--- src/rtl/sdram_arbiter.sv ---
// sdram_arbiter
//   Two-master arbiter in front of a single downstream memory port.
//   One transaction is outstanding at a time: IDLE picks a winner and
//   registers its request onto mem_*, GRANT waits for mem_ack_i (guarded
//   by a watchdog), RESP returns the completion to the winner, and DRAIN
//   swallows the late downstream ack of a transaction that timed out.
//
// Parameters
//   PRIORITY_MODE   0 = round-robin, 1 = fixed priority (m0 wins ties)
//   TIMEOUT_CYCLES  GRANT cycles without mem_ack_i before the watchdog
//                   fires; 0 disables the watchdog
//
// Ports
//   clk, reset_n_i              clock, asynchronous active-low reset
//   mX_sel_i/wr_en_i/wr_mask_i/address_i/data_i   master X request
//   mX_data_o/ack_o/err_o       master X completion (ack is a 1-cycle pulse)
//   mem_sel_o/wr_en_o/wr_mask_o/address_o/data_o  downstream request
//   mem_data_i, mem_ack_i       downstream read data and completion pulse
module sdram_arbiter #(
  parameter int PRIORITY_MODE  = 0,
  parameter int TIMEOUT_CYCLES = 1023
) (
  input  logic        clk,
  input  logic        reset_n_i,
  input  logic        m0_sel_i,
  input  logic        m0_wr_en_i,
  input  logic [3:0]  m0_wr_mask_i,
  input  logic [31:0] m0_address_i,
  input  logic [31:0] m0_data_i,
  output logic [31:0] m0_data_o,
  output logic        m0_ack_o,
  output logic        m0_err_o,
  input  logic        m1_sel_i,
  input  logic        m1_wr_en_i,
  input  logic [3:0]  m1_wr_mask_i,
  input  logic [31:0] m1_address_i,
  input  logic [31:0] m1_data_i,
  output logic [31:0] m1_data_o,
  output logic        m1_ack_o,
  output logic        m1_err_o,
  output logic        mem_sel_o,
  output logic        mem_wr_en_o,
  output logic [3:0]  mem_wr_mask_o,
  output logic [31:0] mem_address_o,
  output logic [31:0] mem_data_o,
  input  logic [31:0] mem_data_i,
  input  logic        mem_ack_i
);

  localparam logic [1:0] IDLE  = 2'd0;
  localparam logic [1:0] GRANT = 2'd1;
  localparam logic [1:0] RESP  = 2'd2;
  localparam logic [1:0] DRAIN = 2'd3;

  logic [1:0]  state;
  logic [15:0] wdog;
  logic [15:0] wdog_next;
  logic        last_grant;   // 1 = m1 was granted last
  logic        owner;        // master of the current transaction, 1 = m1
  logic        pick_m1;
  logic        timeout_hit;

  // Winner for a request sampled in IDLE.
  always_comb begin
    pick_m1 = m1_sel_i;
    if (m0_sel_i && m1_sel_i) begin
      if (PRIORITY_MODE == 1) pick_m1 = 1'b0;
      else                    pick_m1 = ~last_grant;
    end
  end

  // The watchdog fires on the edge where the count would reach the limit,
  // so expiry lands TIMEOUT_CYCLES cycles after entering GRANT.
  always_comb begin
    wdog_next   = wdog + 16'd1;
    timeout_hit = (TIMEOUT_CYCLES != 0) && (wdog_next == 16'(TIMEOUT_CYCLES));
  end

  always_ff @(posedge clk or negedge reset_n_i) begin
    if (!reset_n_i) begin
      state         <= IDLE;
      wdog          <= '0;
      last_grant    <= 1'b1;
      owner         <= 1'b0;
      mem_sel_o     <= 1'b0;
      mem_wr_en_o   <= 1'b0;
      mem_wr_mask_o <= '0;
      mem_address_o <= '0;
      mem_data_o    <= '0;
      m0_data_o     <= '0;
      m1_data_o     <= '0;
      m0_ack_o      <= 1'b0;
      m1_ack_o      <= 1'b0;
      m0_err_o      <= 1'b0;
      m1_err_o      <= 1'b0;
    end else begin
      // ack/err are single-cycle pulses; only the completing branch sets them.
      m0_ack_o <= 1'b0;
      m1_ack_o <= 1'b0;
      m0_err_o <= 1'b0;
      m1_err_o <= 1'b0;
      case (state)
        IDLE: begin
          if (m0_sel_i || m1_sel_i) begin
            owner         <= pick_m1;
            last_grant    <= pick_m1;
            mem_sel_o     <= 1'b1;
            mem_wr_en_o   <= pick_m1 ? m1_wr_en_i   : m0_wr_en_i;
            mem_wr_mask_o <= pick_m1 ? m1_wr_mask_i : m0_wr_mask_i;
            mem_address_o <= pick_m1 ? m1_address_i : m0_address_i;
            mem_data_o    <= pick_m1 ? m1_data_i    : m0_data_i;
            wdog          <= '0;
            state         <= GRANT;
          end
        end
        GRANT: begin
          // A real ack takes precedence over a coincident watchdog expiry.
          if (mem_ack_i) begin
            mem_sel_o <= 1'b0;
            if (owner) begin
              m1_data_o <= mem_data_i;
              m1_ack_o  <= 1'b1;
            end else begin
              m0_data_o <= mem_data_i;
              m0_ack_o  <= 1'b1;
            end
            state <= RESP;
          end else if (timeout_hit) begin
            mem_sel_o <= 1'b0;
            if (owner) begin
              m1_data_o <= '0;
              m1_ack_o  <= 1'b1;
              m1_err_o  <= 1'b1;
            end else begin
              m0_data_o <= '0;
              m0_ack_o  <= 1'b1;
              m0_err_o  <= 1'b1;
            end
            state <= DRAIN;
          end else begin
            wdog <= wdog_next;
          end
        end
        RESP: begin
          state <= IDLE;
        end
        DRAIN: begin
          if (mem_ack_i) state <= IDLE;
        end
        default: begin
          state <= IDLE;
        end
      endcase
    end
  end

endmodule

--- config.mk ---
export PLATFORM = sky130hd
export DESIGN_NAME = sdram_arbiter
export DESIGN_NICKNAME = d
export VERILOG_FILES = /design/src/rtl/sdram_arbiter.sv
export SDC_FILE = /design/constraint.sdc
export NUM_CORES = 1
export LEC_CHECK = 0
export BUFFER_PORTS_ARGS = -buffer_cell sky130_fd_sc_hd__buf_2
export CORE_MARGIN = 5
export CORE_UTILIZATION = 51
export DETAILED_ROUTE_END_ITERATION = 6
export GPL_TIMING_DRIVEN = 0
export HOLD_SLACK_MARGIN = 0.08
export PLACE_DENSITY_LB_ADDON = 0.15
export SYNTH_ARGS = -nofsm -noshare
export SYNTH_HDL_FRONTEND = slang
export SYNTH_SLANG_ARGS = --single-unit
--- constraint.sdc ---
create_clock -name clk -period 4.6 [get_ports clk]
set_input_delay 0.92 -clock clk [delete_from_list [all_inputs] [get_ports clk]]
set_output_delay 0.92 -clock clk [all_outputs]
set_load 0.02 [all_outputs]
# == Word level (Yosys, flattened, before mapping) ==
# Index checks and enable logic that the tools add are counted.
# totals
regBits,158
mem_bits_rw,0
inputBits,175
latch_bits,0
rom_bits,0
n_memories,0
# classes
shifts,0
bitwise_logic,2
multipliers,0
add_sub_neg,1
n_mux,38
n_eq_ne,9
n_div,0
order_cmp,0
reduce_logical,11
# op_table
operator,count
$mux W32,10
$mux W16,3
$pmux W16 S2,1
$mux W1,17
$add A16 B1 Y16 const B,1
$eq A16 B10 Y1 const B,1
$reduce_and A3 Y1,4
$mux W2,4
$ne A2 B2 Y1 const B,4
$pmux W2 S4,1
$eq A2 B2 Y1 const B,2
$mux W4,1
$reduce_and A4 Y1,1
$reduce_bool A2 Y1,2
$ne A3 B3 Y1 const B,1
$eq A2 B1 Y1 const B,1
$logic_not A2 Y1,1
$not A1 Y1,2
$pmux W1 S2,1
$reduce_and A2 Y1,1
$logic_and A1 B1 Y1,1
$logic_or A1 B1 Y1,1

# == Depth between registers and ports, before layout ==
# Gate-level depths: netlist of run 1.
# depth
depth_word,5
mapped_depth,11

# == Worst setup path before layout of run 1 ==
# No wires, ideal clock.
# synth_path
kind,reg-to-reg
from,register wdog[0]
to,register m0_data_o[0]
n_path_buf,1
synth_period_minus_slack_ns,2.525
arrival_ns,2.404
required_time_ns,4.479
slack_ns,2.075
path_stages_with_launch,10
path_cell_list,dfrtp_1 > ha_1 > nand4_1 > nor4_2 > xnor2_1 > a31oi_4 > o31ai_4 > nand3_4 > buf_6 > a22o_1
# synth_via
elab_chain_len,4
# synth_rtl
element,line,text
from (decl),56,logic [15:0] wdog;
from (signal assigned),141,wdog <= wdog_next;
$add A16 B1 Y16,75,wdog_next = wdog + 16'd1;
$eq A16 B10 Y1,76,timeout_hit = (TIMEOUT_CYCLES != 0) && (wdog_next == 16'(TIMEOUT_CYCLES));
$reduce_bool A2 Y1 (no line),-,
$reduce_and A3 Y1 (no line),-,
to (signal assigned),124,m0_data_o <= mem_data_i;
to (decl),30,"output logic [31:0] m0_data_o,"
# Every way passes these cells.
# A chain may end at the register's enable or synchronous reset.

# == Worst setup path after layout of run 1 ==
# layout_path
from,register wdog[0]
to,register wdog[9]
# layout_via
elab_chain_len,4
# layout_rtl
element,line
$add A16 B1 Y16 (*),75
$eq A16 B10 Y1 / $mux W16 (equally long branches),"76, 128"
$ne A2 B2 Y1 (no line) / $mux W16 (equally long branches),-
$reduce_and A4 Y1 (no line) / $pmux W16 S2 (equally long branches),-
# Every way passes the cells marked *; elsewhere a longest branch is shown, timed or not. The select of a mux whose other input is x is not followed.

==> out/metrics.cfg, run 1 <==
[place]
numPortBuffers = 312
number_of_placed_instances_taps_included = 1090
gp_congestion = 0.870
dp.final_hpwl_mm = 16.1
placement.setup.worst_slack_ns = 1.68

[synth]
postSynthCellCount = 601
synthDominantAreaCellType = dfrtp_1
synth_edf_count = 0
post_synth_main_area_contributors = dfrtp_1 (57%), mux2i_1 (10%), a22o_1 (8.1%)
ys.flop_type = dfrtp_1
ys_async_sr_fraction_pct = 100
yosys.cell_types.count = 50
synth-seq-cells = 158
ys_seq_area_share_pct = 57.2
synthesis.nets = 778
syn-mean-instance-area_sq_um = 11.5
mappedNetlistArea_sq_um = 6910
top_area_cell_type_share_of_the_netlist_area_pct = 56.8
yosysWarningCount = 0

[die]
dieArea_sq_um = 16000
placement_rows = 42
die_height_um = 126
design.core.area_sq_um = 13200
chipWidth_um = 126
initial_core_util_pct = 52.2
pin_count = 313

[global_route]
globalRoute.totalOverflow = 0
gr-usage-all-layers_pct = 26.1
grt_antenna_before_repair = 0
grt_pass1_vias = 6487
maximum_number_of_pins_on_one_net_before_global_route_repair = 86
grt_pass1_wl_mm = 33.2

[status]
outcome = finished, final reports clean

[power]
static-leakage-power_nw = 4.83
ir_worst_vdd_uv = 380
powerDensity_nw_per_um2 = 694

[drt]
drc = 0
routed_len_inst_um = 18.5
routed_via_density = 5.46
first_iter_violations = 317
final_antenna_net_count = 0
via_count = 6122
iteration_count_of_the_initial_detailed_routing_pass = 5
drt_wl_total_mm = 20.7

[final_layout]
finalNetCount = 1110
finalNonFillerCells = 1122
post_route_cells_drive_above_1_share_pct = 39.3
syn_to_final_growth_pct = 34.7

[critical_path]
arrival_time_of_data_at_the_critical_path_endpoint_ns = 3.24
critPathRequiredTime_ns = 4.92
crit_path_end_kind = flop
setup.reg_to_reg.worst_slack_ns = 1.69
timing_worst_setup_path_type = reg -> reg
critical_path.max_fanout = 10
type_of_origin_of_the_critical_path = flop

[cts]
cts_tree = done
cts_post_setup_buffers_inserted = 0
post_cts_resize_count = 0
cts_max_path_buffers = 2
cts_sinks = 158
worst_setup_hold_path_clk_slew_ns = 0.06
cts.hold.buffers_added = 0
clock_latency_on_the_worst_skew_pair_ns = 0.42
clock-root-buffer = clkbuf_16
clock_tree.htree_level_count = 4
cts_inserted_buffers = 17

[sta]
fin_crit_sh_pct = 63.4
post-route-worst-setup-slack_ns = 1.69
timing.max_slew.rel_slack_pct = 45.8
max_clock_skew_ns = 0.00726
timing_max_transition_violations_final = 0
fmax_mhz = 343
time_the_final_worst_path_needs_with_i_o_delays_and_setup_ns = 2.91
fin_tns_setup_ns = 0
hold_violations = 0
setup_viol = 0
tightestPinTransition_ns = 0.813
grt_setup_unrepaired = false
hold_ws_ns = 0.462

[hold_path]
holdCritPathClass = reg -> reg

[run]
maxCapViolations = 0

-- final timing paths --
check                                            start                          to  cells past startpoint
worst max-delay path               wdog[0]$_DFFE_PN0P_         wdog[9]$_DFFE_PN0P_                      9
worst min-delay path            last_grant$_DFFE_PN1P_      last_grant$_DFFE_PN1P_                      2
worst max register to register     wdog[0]$_DFFE_PN0P_         wdog[9]$_DFFE_PN0P_                      9
worst min register to register  last_grant$_DFFE_PN1P_      last_grant$_DFFE_PN1P_                      2
max in group asynchronous                    reset_n_i  mem_data_o[31]$_DFFE_PN0P_                      2
min in group asynchronous                    reset_n_i          m0_err_o$_DFF_PN0_                      1
-- cell type report --
class	instances	area, sq um
antenna	1	2.50
buffer	43	235
clock buffer	17	425
clock inverter	14	158
fill	1057	3930
inverter	16	60.1
multi-input combinational	384	2660
sequential	158	3960
tap	176	220
timing repair buffer	313	1600
-- layout by cell type, fill, tap and decap left out, types with 2 or more instances in the layout --
master      synthesis  routed
nand3_1            12      12
dfrtp_1           157     157
ha_1                2       2
a21boi_0            2       2
nand4_1             3       3
or4_1               2       2
o21a_1              2       2
nor4_1              2       2
buf_1               4       4
nor2b_1             2       2
clkbuf_1           26      26
inv_1              15      15
o211ai_1            3       3
clkinvlp_4          0       2
o21ai_1             2       2
clkinv_2            0       2
mux2i_1            71      71
clkbuf_16           0      17
bufinv_16           0       2
buf_4               3       3
inv_6               0       5
xnor2_1             3       3
buf_6               8       9
and3_1              6       6
and4_1              2       2
or3_1               3       3
nor2_1             11      11
buf_2               2     313
nand3_4             2       2
nand2_1            82      82
a22o_1             64      64
o21ai_0            79      79
clkinv_4            0       2
nor3_1              5       5
o221ai_1            2       2
a221o_1             4       4
-- stage by stage --
stage / cell area [sq um] / power, mW / util [%]
4_1_cts: 9310 / 6.52 / 70.3
6_report: 9310 / 6.46 / 70.3
3_5_place_dp: 8730 / 5.11 / 65.9
5_1_grt: 9310 / 6.84 / 70.3
2_1_floorplan: 6910 / 3.99 / -
3_3_place_gp: 8690 / 5.02 / 65.7
-- synth_stat cells (all sizes together), types with 3 or more instances --
master,n
dfrtp,157
nand2,82
o21ai,81
mux2i,71
a22o,64
clkbuf,26
buf,17
inv,16
nand3,14
nor2,12
and3,6
nor3,6
a221o,4
nand4,4
o211ai,4
nor4,3
o31ai,3
or3,3
xnor2,3
-- logic make-up (layout without fill, tap and decap cells) --
kind of cell	after synthesis	count (layout)	synth area share, %
flops	158	158	57.2
xor+xnor	3	3	0.380
simple gates	137	137	9.56
fa+ha+maj	2	2	0.362
buf+inv	59	403	4.27
other cells	0	1	0
compound gates	170	170	17.7
mux	72	72	10.5
-- state kept, by name, summed over array words and instances, names as in the netlist --
signal and cells:
m1_data_o 32, mem_wr_en_o 1, state 2, owner 1, mem_sel_o 1, m0_data_o 32, mem_wr_mask_o 4, mem_data_o 32
mem_address_o 32, m0_err_o 1, wdog 16, m0_ack_o 1, m1_err_o 1, last_grant 1, m1_ack_o 1
-- critical path, stage by stage, from the launching register on --
cell and delay (ns):
dfrtp_1 0.45, ha_1 0.24, nand4_1 0.24, nor4_2 0.47, xnor2_1 0.22, a31oi_4 0.16
o31ai_2 0.36, buf_6 0.20, nand2_1 0.23, o221ai_1 0.26
-- routing by layer --
layer | track usage (%) | routed length, um | up-vias
met5 | 0 | 0 | -
met4 | 13.6 | 950 | 0
met3 | 6.77 | 1470 | 66
met2 | 43.1 | 10400 | 292
met1 | 31.5 | 7900 | 2926
li1 | - | - | 2838
-- power by group --
group | switching, mW | total [mW] | internal [mW]
combinational | 1.77 | 2.74 | 0.973
sequential | 0.350 | 2.34 | 1.99
clock | 0.580 | 1.39 | 0.807
total | 2.70 | 6.46 | 3.77
Power figures use the tool's default switching activity.
==> run 2, diff against run 1 <==
--- a/config.mk
+++ b/config.mk
@@ -7,7 +7,7 @@
 export LEC_CHECK = 0
 export BUFFER_PORTS_ARGS = -buffer_cell sky130_fd_sc_hd__buf_2
 export CORE_MARGIN = 5
-export CORE_UTILIZATION = 51
+export CORE_UTILIZATION = 43
 export DETAILED_ROUTE_END_ITERATION = 6
 export GPL_TIMING_DRIVEN = 0
 export HOLD_SLACK_MARGIN = 0.08
==> constraint.sdc (replaced) <==
create_clock -name clk -period 2.67 [get_ports clk]
set_input_delay 0.534 -clock clk [delete_from_list [all_inputs] [get_ports clk]]
set_output_delay 0.534 -clock clk [all_outputs]
set_load 0.02 [all_outputs]
==> out/metrics.cfg, run 2 (synthesis gave the netlist of run 1 again) <==
[critical_path]
r2r_cells = 9  ; unchanged
critPathRequiredTime_ns = 2.97  ; -1.95 ns
setup.reg_to_reg.worst_slack_ns = 0.03  ; -1.65 ns
type_of_origin_of_the_critical_path = flop
timing_worst_setup_path_type = reg -> reg
crit_path_end_kind = flop
critical_path.max_fanout = 10  ; unchanged
timing.rr.start = wdog[0]$_DFFE_PN0P_
arrival_time_of_data_at_the_critical_path_endpoint_ns = 2.94  ; -0.30 ns
regToRegEndpoint = m0_data_o[0]$_DFFE_PN0P_

[global_route]
gr-usage-all-layers_pct = 22.0  ; -4.0 points
grt_antenna_before_repair = 0  ; unchanged
grt_pass1_vias = 5974  ; -7.9%
globalRoute.totalOverflow = 0  ; unchanged
maximum_number_of_pins_on_one_net_before_global_route_repair = 89  ; +3.5%
grt_pass1_wl_mm = 31.8  ; -4.2%

[die]
design.core.area_sq_um = 15800  ; +20%
placement_rows = 46  ; +9.5%
chipWidth_um = 137  ; +8.2%
initial_core_util_pct = 43.7  ; -8.5 points
pin_count = 313  ; unchanged
die_height_um = 137  ; +8.2%
dieArea_sq_um = 18700  ; +17%

[sta]
fmax_mhz = 379  ; +10%
post-route-worst-setup-slack_ns = 0.0306  ; -1.65 ns
max_clock_skew_ns = 0.0111  ; +0.00381 ns
fin_tns_setup_ns = 0  ; unchanged
tightestPinTransition_ns = 0.800  ; -0.0122 ns
hold_ws_ns = 0.342  ; -0.120 ns
fin_crit_sh_pct = 98.9  ; +35 points
timing.max_slew.rel_slack_pct = 46.6  ; +0.81 points
time_the_final_worst_path_needs_with_i_o_delays_and_setup_ns = 2.64  ; -0.275 ns
setup_viol = 0  ; unchanged
timing_max_transition_violations_final = 0  ; unchanged
hold_violations = 0  ; unchanged
grt_setup_unrepaired = true

[hold_path]
hold-path-endpoint = m1_data_o[31]$_DFFE_PN0P_
hold_depth = 2  ; unchanged
min_from = mem_data_i[31]
holdCritPathClass = in -> reg

[cts]
cts_sinks = 158  ; unchanged
cts_tree = done
clock_tree.htree_level_count = 4  ; unchanged
cts_inserted_buffers = 17  ; unchanged
clock-root-buffer = clkbuf_16
worst_setup_hold_path_clk_slew_ns = 0.07  ; about the same
clock_latency_on_the_worst_skew_pair_ns = 0.42  ; about the same
cts_max_path_buffers = 2  ; unchanged

[place]
numPortBuffers = 312  ; unchanged
gp_congestion = 0.795  ; -8.7%
placement.setup.worst_slack_ns = -0.278  ; -1.95 ns
placedInstanceArea_sq_um = 8780  ; +0.62%
dp.final_hpwl_mm = 15.9  ; -0.75%

[final_layout]
num_antenna_cells = 0  ; -1
syn_to_final_growth_pct = 37.4
finalNetCount = 1117  ; +0.63%
final_common_cell = buf_2
mostFrequentLayoutCells = buf_2 (314), dfrtp_1 (155), nand2_1 (81)
post-route-cell-area_sq_um = 9500  ; +2.0%
post_route_cells_drive_above_1_share_pct = 40.6  ; +1.3 points

[drt]
post_route_met1_wirelength_mm = 8.49  ; +7.5%
routed_len_inst_um = 17.8  ; -3.9%
first_iter_violations = 234  ; -26%
total_met3_wirelength_after_detailed_routing_mm = 1.47  ; -0.27%
via_count = 5838  ; -4.6%
iteration_count_of_the_initial_detailed_routing_pass = 4  ; -1
routed_via_density = 4.99  ; -8.5%
drt_wl_total_mm = 20.8  ; +0.17%
dr.max_layer_used = met4
drc = 0  ; unchanged
met2_length_mm = 10.3  ; -1.5%
final_antenna_net_count = 0  ; unchanged

[power]
share_seq_of_total_power_pct = 35.7  ; -0.4 points
clock_power_share_pct = 21.7  ; +0.2 points
power.net_switching_mw = 4.70  ; +74%
ir_worst_vdd_uv = 486  ; +28%
power.internal_mw = 6.44  ; +71%
static-leakage-power_nw = 4.88  ; +1.0%
design_power_total_mw = 11.1  ; +72%
p_comb_share_pct = 42.6  ; +0.2 points
powerDensity_nw_per_um2 = 1170  ; +69%
p_sw_share_pct = 42.2  ; +0.43 points

[run]
maxCapViolations = 0  ; unchanged

[status]
outcome = finished, final reports clean

==> run 2: cell type report <==
cell class | count | area (sq um)
Buffer | 43 | 235
Clock buffer | 17 | 425
Clock inverter | 15 | 171
Fill cell | 1377 | 6330
Inverter | 16 | 60.1
Multi-Input combinational cell | 384 | 2730
Sequential cell | 158 | 3960
Tap cell | 216 | 270
Timing Repair Buffer | 320 | 1650
==> run 2: critical path, cell delays in order, from the launching register on <==
cell	delay [ns]
dfrtp_2	0.43
ha_4	0.16
nand4_1	0.19
nor4_4	0.38
xnor2_2	0.17
a31oi_4	0.16
o31ai_4	0.39
nand3_4	0.20
buf_6	0.20
a22o_1	0.23
==> run 2: metal layers <==
| metal | vias to the layer above | track usage (%) |
|---|---|---|
| met5 | - | 0 |
| met3 | 30 | 5.66 |
| li1 | 2845 | - |
| met4 | 0 | 8.65 |
| met1 | 2764 | 27.7 |
| met2 | 199 | 36.5 |
==> run 2: how the worst max path moves through the flow <==
stage,from,endpoint,slack [ns],cells after the start
after floorplan,wdog[0]$_DFFE_PN0P_,m0_data_o[0]$_DFFE_PN0P_,0.15,9
after global placement,reset_n_i,mem_data_o[27]$_DFFE_PN0P_,-1.37,1
after detailed placement,wdog[0]$_DFFE_PN0P_,wdog[8]$_DFFE_PN0P_,-0.28,9
after CTS,wdog[0]$_DFFE_PN0P_,m0_data_o[29]$_DFFE_PN0P_,0.04,9
after global routing,wdog[0]$_DFFE_PN0P_,m0_data_o[0]$_DFFE_PN0P_,-0.09,9
final,wdog[0]$_DFFE_PN0P_,m0_data_o[0]$_DFFE_PN0P_,0.03,9
==> run 2: stage by stage <==
stage | util, % | instances
6_report | 60.0 | 1169
5_1_grt | 60.0 | 1169
4_1_cts | 59.5 | 1165
3_5_place_dp | 55.5 | 1130
3_3_place_gp | 55.2 | 1129
2_1_floorplan | - | 601
==> run 2: power by group through the flow <==
stage	sequential (mW)	clock [mW]	combinational [mW]
detailed placement	3.98	0	4.82
finish	3.97	2.42	4.75
CTS	3.96	2.48	4.81
global route	4.10	2.57	5.16
global placement	3.98	0	4.74
floorplan	5.16	0	1.71
==> run 2: what timing repair did <==
item                       in CTS  in global routing
setup buffers                   2                  3
cloned                          0                  1
setup endpoints to repair      79                 72
hold buffers                    1                  0
pin swaps                       3                  7
hold endpoints to repair        1                  0
gates resized for setup         2                 10
